<file path="config.mk">
export PLATFORM = sky130hd
export DESIGN_NAME = instr_seq_ctrl
export DESIGN_NICKNAME = d
export VERILOG_FILES = /design/src/rtl/instr_seq_ctrl.sv
export SDC_FILE = /design/constraint.sdc
export NUM_CORES = 1
export LEC_CHECK = 0
export BUFFER_PORTS_ARGS = -buffer_cell sky130_fd_sc_hd__clkbuf_2
export CORE_ASPECT_RATIO = 1.5
export CORE_MARGIN = 1.5
export CORE_UTILIZATION = 40
export DETAILED_ROUTE_END_ITERATION = 10
export PLACE_DENSITY = 0.66
export SLEW_MARGIN = 10
export SYNTH_ARGS = -nofsm -noshare
export SYNTH_HDL_FRONTEND = slang
export SYNTH_SLANG_ARGS = --single-unit
</file>
<file path="constraint.sdc">
create_clock -name clk -period 7.45 [get_ports clk]
set_clock_uncertainty 0.05 [all_clocks]
set_input_delay 1.49 -clock clk [delete_from_list [all_inputs] [get_ports clk]]
set_output_delay 1.49 -clock clk [all_outputs]
set_load 0.01 [all_outputs]
</file>
<file path="src/rtl/instr_seq_ctrl.sv">
// instr_seq_ctrl: multi-cycle RV32I fetch/decode/exec/mem/wb sequencer with sticky trap
module instr_seq_ctrl #(
  parameter logic [31:0] RESET_PC = 32'h0000_0000
) (
  input  logic        clk,
  input  logic        rst,
  output logic        imem_req,
  output logic [31:0] imem_addr,
  input  logic        imem_valid,
  input  logic [31:0] imem_rdata,
  output logic [31:0] instruction,
  input  logic [6:0]  opcode,
  output logic [31:0] pc,
  input  logic [31:0] target_pc,
  input  logic        branch_taken,
  output logic        alu_en,
  output logic        dmem_req,
  output logic        dmem_we,
  input  logic        dmem_valid,
  output logic        rf_we,
  output logic [1:0]  wb_sel,
  output logic        retire,
  output logic        illegal
);
  localparam logic [2:0] S_FETCH  = 3'd0;
  localparam logic [2:0] S_DECODE = 3'd1;
  localparam logic [2:0] S_EXEC   = 3'd2;
  localparam logic [2:0] S_MEM    = 3'd3;
  localparam logic [2:0] S_WB     = 3'd4;
  localparam logic [2:0] S_TRAP   = 3'd5;
  logic [2:0]  state, state_n;
  logic [31:0] tgt_q, next_tgt;
  logic        take_q, take_now, take, misalign, commit, legal;
  logic        is_op, is_opi, is_ld, is_st, is_lui, is_aui, is_br, is_jal, is_jalr;
  logic        in_fetch, in_decode, in_exec, in_mem, in_wb;
  assign in_fetch  = state == S_FETCH;
  assign in_decode = state == S_DECODE;
  assign in_exec   = state == S_EXEC;
  assign in_mem    = state == S_MEM;
  assign in_wb     = state == S_WB;
  assign is_op   = opcode == 7'b0110011;
  assign is_opi  = opcode == 7'b0010011;
  assign is_ld   = opcode == 7'b0000011;
  assign is_st   = opcode == 7'b0100011;
  assign is_lui  = opcode == 7'b0110111;
  assign is_aui  = opcode == 7'b0010111;
  assign is_br   = opcode == 7'b1100011;
  assign is_jal  = opcode == 7'b1101111;
  assign is_jalr = opcode == 7'b1100111;
  assign legal   = is_op | is_opi | is_ld | is_st | is_lui | is_aui | is_br | is_jal | is_jalr;
  assign take_now = is_jal | is_jalr | (is_br & branch_taken);
  assign misalign = take_now & (target_pc[1:0] != 2'b00);
  assign take     = in_exec ? take_now : take_q;
  assign next_tgt = in_exec ? target_pc : tgt_q;
  assign commit   = (in_exec & is_br & ~misalign) | (in_mem & is_st & dmem_valid) | in_wb;
  assign imem_req    = in_fetch & ~rst;
  assign imem_addr   = pc;
  assign alu_en      = in_exec;
  assign dmem_req    = in_mem;
  assign dmem_we     = in_mem & is_st;
  assign rf_we       = in_wb;
  assign retire      = commit;
  assign wb_sel      = ~(in_exec | in_mem | in_wb) ? 2'd0 : is_ld ? 2'd1 : (is_jal | is_jalr) ? 2'd2 : is_lui ? 2'd3 : 2'd0;
  // next-state selection; TRAP only leaves through reset
  always_comb begin
    state_n = state;
    case (state)
      S_FETCH:  state_n = imem_valid ? S_DECODE : S_FETCH;
      S_DECODE: state_n = legal ? S_EXEC : S_TRAP;
      S_EXEC:   state_n = misalign ? S_TRAP : (is_ld | is_st) ? S_MEM : is_br ? S_FETCH : S_WB;
      S_MEM:    state_n = ~dmem_valid ? S_MEM : is_ld ? S_WB : S_FETCH;
      S_WB:     state_n = S_FETCH;
      default:  state_n = S_TRAP;
    endcase
  end
  // sequencer state, IR, PC, registered jump decision and sticky trap flag
  always_ff @(posedge clk or posedge rst) begin
    if (rst) begin
      state       <= S_FETCH;
      pc          <= RESET_PC;
      instruction <= 32'h0000_0013;
      take_q      <= 1'b0;
      tgt_q       <= 32'd0;
      illegal     <= 1'b0;
    end else begin
      state <= state_n;
      if (in_fetch & imem_valid) instruction <= imem_rdata;
      if (in_exec) begin
        take_q <= take_now;
        tgt_q  <= target_pc;
      end
      if (commit) pc <= take ? next_tgt : pc + 32'd4;
      if ((in_decode & ~legal) | (in_exec & misalign)) illegal <= 1'b1;
    end
  end
endmodule

</file>
==> impl_metrics.csv, run 1 <==
group,metric,value,unit
clocking,holdBufCountCts,0,
power_and_ir_drop,leakage,0.003145,uW
clocking,htreeDepth,3,
floorplan,fp.dieH,143.2,microns
grt,grt_pass1_vias,4007,
floorplan,rows,51,
route,wl,13.45,mm
clocking,root_buffer,"clkbuf_16",
route,wl_per_cell,17.55,microns
logic_synthesis,synth_edf_count,0,
floorplan,die-area,0.01381,sq mm
final_layout,fin_nets,679,
grt,grt_remaining_overflow,0,
setup_path,r2r-start,"state[1]",
floorplan,die_x,96.45,microns
timing,hold_violations,0,
placed_design,placed_area,0.005998,sq mm
power_and_ir_drop,vdd_ir_drop_max,0.09191,mV
setup_path,critPathCaptureType,"output pin",
logic_synthesis,syn_inst,467,
placed_design,portBuffers,180,
setup_path,start_kind,"input port",
logic_synthesis,seq_area_frac_synth,0.4830,
timing,setup_viol,0,
clocking,clk_latency,0.34,ns
setup_path,critical_path_required,5.91,ns
logic_synthesis,syn-num-nets,544,
clocking,cts_resized,0,
setup_path,slowest_delay,0.44,ns
grt,grt_pass1_wl,20.20,mm
grt,antenna_found_initial,0,
logic_synthesis,syn_avg_cell_area,11.22,sq um
timing,post-route-period-util,0.6492,
clocking,cts_setup_buffers,0,
timing,tightest_slew,0.8630,ns
placed_design,dpl.hpwl,9.807,mm
timing,tns,0,ns
route,drc,0,
setup_path,critical_path.cell_chain,"clkbuf_2 -> or2_0 -> o41ai_2 -> a31oi_4 -> buf_4 -> inv_2 -> clkbuf_2",
status,outcome,"finished clean",
grt,grt_max_degree,69,
logic_synthesis,async_flop_share,1.000,
timing,post-route-min-period,4.836,ns
route,drt_iter0_drc,266,
setup_path,crit_arrival,3.30,ns
route,vias_per_cell,5.492,
floorplan,start_util,0.4065,
logic_synthesis,yosysWarnings,0,
route,vias,4207,
clocking,clk_pin_slew,0.07,ns
placed_design,place_congestion,0.8205,
logic_synthesis,synth_top_cells_by_area,"dfrtp_1 47%, mux2_2 14%, buf_4 5.3%",
timing,drv_slew,0,
final_layout,drive_gt1_frac,0.4778,
final_layout,antenna-diode-count,0,
timing,relSlewSlack,0.4247,
clocking,tritoncts,"done",
route,drtAntennaViolNets,0,
setup_path,worstPathMaxFanout,40,
logic_synthesis,netlist_area,0.005240,sq mm
logic_synthesis,synth.most_common_cell,"dfrtp_1",
hold_path,hp-class,"flip-flop to flip-flop",
power_and_ir_drop,power_density,175.3,mW/mm^2
hold_path,min-delay-start,"illegal",
setup_path,crit_slowest_cell,"o41ai_2",
final_layout,stdcell_area,0.006304,sq mm
clocking,cts_sinks,101,
grt,grt_usage,0.1910,
setup_path,worstSetupStartpoint,"opcode[4]",
setup_path,crit_top_cell,"clkbuf_2",
setup_path,path_class,"input port to output pin",
final_layout,area_growth,20.30,%
clocking,clk_path_buf_depth,2,
logic_synthesis,ys.flop_type,"dfrtp_1",
clocking,numCtsBuffers,9,
power_and_ir_drop,power,1105,uW
logic_synthesis,synth_seq_cells,101,
floorplan,coreArea,0.01289,sq mm
logic_synthesis,synth_cell_types,60,
floorplan,io_pins,181,
logic_synthesis,yosys.area.top_type,"dfrtp_1",
timing,rsz0062_at_grt,"false",
run,cap_violations,0,
logic_synthesis,netlist.area_leader.share,0.4680,
logic_synthesis,synth_top_cells_by_count,"98 x dfrtp_1, 67 x mux2_2, 40 x a21oi_1",
timing,fmax,206.8,MHz
route,firstDrtPassIters,4,
-- registers in the layout, summed over array words and instances, names as in the netlist --
name         cells
take_q           1
state            3
instruction     32
tgt_q           32
imem_addr       32
illegal          1
-- worst paths after layout --
| check | end | slack, ns | depth (start not counted) |
|---|---|---|---|
| worst max-delay path | retire | 2.61 | 7 |
| worst min-delay path | illegal | 0.44 | 1 |
| worst max register to register | imem_addr[0] | 3.95 | 8 |
| worst min register to register | illegal | 0.44 | 1 |
| max in group asynchronous | instruction[26] | 5.03 | 3 |
| min in group asynchronous | tgt_q[17] | 1.10 | 2 |
-- kinds of logic after synthesis --
kind of cell,synth area share
AOI/OAI and AO/OA,0.1531
and+or+nand+nor,0.1211
DFF,0.4830
buffers and inverters,0.09073
muxes,0.1497
adders and majority gates,0.002387
-- where the power goes --
group	switching [uW]	internal, uW
clock network	215	265
registers	4.59	557
logic	33.1	29.5
-- critical path, delay by kind of cell --
| family | cells | cell delay, ns |
|---|---|---|
| and+or+nand+nor | 1 | 0.30 |
| AOI/OAI and AO/OA | 2 | 0.49 |
| buffers and inverters | 4 | 0.98 |
-- final cells by class --
type	count	area, sq um
multi-input combinational	290	2263
clock inverter	7	80.08
fill	1210	6586
sequential	101	2531
clock buffer	9	225.2
inverter	13	51.30
tap	159	198.9
timing repair buffer	187	953.4
-- stage by stage --
stage | cells | hold WS [ns] | worst slack (ns) | util
floorplan | 467 | 0.4182 | 3.212 | -
global placement | 750 | 0.4276 | 2.709 | 0.4653
detailed placement | 750 | 0.4326 | 2.638 | 0.4653
CTS | 766 | 0.4525 | 2.648 | 0.4890
global route | 766 | 0.4596 | 2.511 | 0.4890
finish | 766 | 0.4385 | 2.614 | 0.4890
-- cells in the final DEF, fill, tap and decap left out, types with 11 or more instances in the layout --
cell type	netlist	final
a21oi_1	40	40
clkbuf_2	1	180
dfrtp_1	98	98
inv_1	12	11
mux2_2	67	67
nand3_1	20	20
nand4_1	18	18
nor2_1	12	12
o21ai_0	15	15
o22a_1	15	15
-- per-layer routing --
layer,GRT usage,vias up,share of wire,wire [microns]
li1,-,1974,-,-
met1,0.2168,2042,0.39,5201
met2,0.3408,172,0.52,7015
met3,0.04047,19,0.072,974
met4,0.07475,0,0.019,252
met5,0,-,0,0
Note: power is estimated with default switching activity, not from simulation.
==> run 2: changes to the inputs <==
Settings changed: PLACE_DENSITY 0.66 to 0.69.
Clock period 7.45 ns to 4.2 ns, I/O delays scaled along.
==> impl_metrics.csv, run 2 (synthesis gave the netlist of run 1 again) <==
group,metric,value,unit
final_layout,final_core_utilization,0.4950,
power_and_ir_drop,comb_power_share,0.054,
floorplan,rows,51,
floorplan,io_pins,181,
clocking,tritoncts,"done",
route,firstDrtPassIters,4,
timing,tightest_slew,0.9739,ns
clocking,root_buffer,"clkbuf_16",
final_layout,final_cells,769,
timing,relSlewSlack,0.3480,
timing,setup_viol,0,
power_and_ir_drop,clockPowerShare,0.467,
timing,drv_slew,0,
setup_path,critPathCaptureType,"output pin",
grt,grt_pass1_vias,4185,
timing,holdWs,0.4441,ns
clocking,htreeDepth,3,
status,outcome,"finished clean",
final_layout,area_growth,21.75,%
placed_design,dpl.hpwl,9.934,mm
final_layout,drive_gt1_frac,0.4803,
power_and_ir_drop,leakage,0.003183,uW
setup_path,path_class,"input port to output pin",
placed_design,place_inst,753,
power_and_ir_drop,swShare,0.2036,
power_and_ir_drop,p_sw,423.9,uW
clocking,clk_latency,0.34,ns
setup_path,start_kind,"input port",
route,wl_per_cell,17.45,microns
route,drtAntennaViolNets,0,
power_and_ir_drop,vdd_ir_drop_max,0.1496,mV
route,vias,4237,
route,vias_per_cell,5.510,
clocking,cts_setup_buffers,0,
final_layout,fin_nets,682,
clocking,clk_path_buf_depth,2,
timing,rsz0062_at_grt,"false",
clocking,cts_resized,0,
floorplan,coreArea,0.01289,sq mm
setup_path,slowest_delay,0.48,ns
setup_path,crit_top_cell,"clkbuf_2",
power_and_ir_drop,seq_power_share,0.479,
placed_design,place_congestion,0.8587,
final_layout,most-common-layout-cells,"180 x clkbuf_2, 98 x dfrtp_1, 67 x mux2_2, 40 x a21oi_1, 20 x nand3_1",
setup_path,crit_slowest_cell,"o41ai_2",
setup_path,worstPathMaxFanout,23,
clocking,cts_sinks,101,
power_and_ir_drop,internal-power,1658,uW
clocking,clk_pin_slew,0.06,ns
setup_path,crit_arrival,2.34,ns
clocking,numCtsBuffers,9,
timing,fmax,310.1,MHz
run,cap_violations,0,
grt,antenna_found_initial,0,
timing,tns,0,ns
timing,post-route-period-util,0.7679,
grt,grt_usage,0.1947,
floorplan,die_x,96.45,microns
floorplan,fp.dieH,143.2,microns
floorplan,start_util,0.4065,
timing,post-route-min-period,3.225,ns
grt,grt_pass1_wl,20.78,mm
final_layout,layout_commonest_cell,"clkbuf_2",
final_layout,antenna-diode-count,0,
grt,grt_max_degree,50,
timing,hold_violations,0,
clocking,holdBufCountCts,0,
hold_path,hp-class,"flip-flop to flip-flop",
power_and_ir_drop,power_density,326.3,mW/mm^2
route,wl,13.42,mm
route,drt_iter0_drc,298,
route,drc,0,
floorplan,die-area,0.01381,sq mm
placed_design,portBuffers,180,
grt,grt_remaining_overflow,0,
setup_path,critical_path_required,3.31,ns
power_and_ir_drop,power,2082,uW
setup_path,critical_path.cell_chain,"clkbuf_2 -> nand4bb_4 -> o41ai_2 -> a31oi_4 -> inv_2 -> clkbuf_2",
[run 2: cell count changes in the layout (fill, tap and decap cells not counted)]
| cell | delta |
|---|---|
| bufinv_16 | +2 |
| clkinv_2 | -1 |
| inv_8 | -1 |
| buf_4 | +3 |
| inv_6 | -2 |
| clkbuf_8 | +2 |
[run 2: routing by layer]
metal,part of all wire,GRT usage
met1,0.40,0.2319
met2,0.51,0.3379
met3,0.069,0.03994
met4,0.022,0.07323
met5,0,0
[run 2: critical path, delay by kind of cell]
kind	cells	cell delay, ns
AO/OA/AOI/OAI	2	0.54
AND/OR/NAND/NOR	1	0.25
buffers and inverters	3	0.69
[run 2: layout make-up]
cell class | instances | area (sq um)
fill | 1180 | 6510
inverter | 13 | 51.30
clock buffer | 11 | 252.7
sequential | 101 | 2531
multi-input combinational | 290 | 2263
clock inverter | 5 | 106.4
timing repair buffer | 190 | 975.9
tap | 159 | 198.9
[run 2: final timing paths]
check	endpoint	startpoint	slack, ns	cells past startpoint
hold / removal	tgt_q[19]	tgt_q[19]	0.44	1
min in group asynchronous	imem_addr[15]	rst	0.49	2
max in group asynchronous	instruction[0]	rst	2.78	3
setup / recovery	retire	opcode[2]	0.97	6
hold reg to reg	tgt_q[19]	tgt_q[19]	0.44	1
setup reg to reg	imem_addr[0]	state[1]	1.23	7
[run 2: power by group through the flow]
| stage | registers (uW) | clock network (uW) | logic [uW] |
|---|---|---|---|
| floorplan | 1020 | 0 | 39.6 |
| global placement | 1010 | 0 | 110 |
| detailed placement | 1020 | 0 | 114 |
| CTS | 997 | 1000 | 115 |
| global route | 998 | 1040 | 127 |
| finish | 997 | 973 | 112 |
[run 2: per-stage QoR]
| stage | setup WS, ns | area [sq um] |
|---|---|---|
| 4_1_cts | 0.9723 | 6380 |
| 2_1_floorplan | 0.6678 | 5240 |
| 3_5_place_dp | 0.9728 | 6021 |
| 5_1_grt | 0.8958 | 6380 |
| 6_report | 0.9748 | 6380 |
| 3_3_place_gp | 1.065 | 6021 |
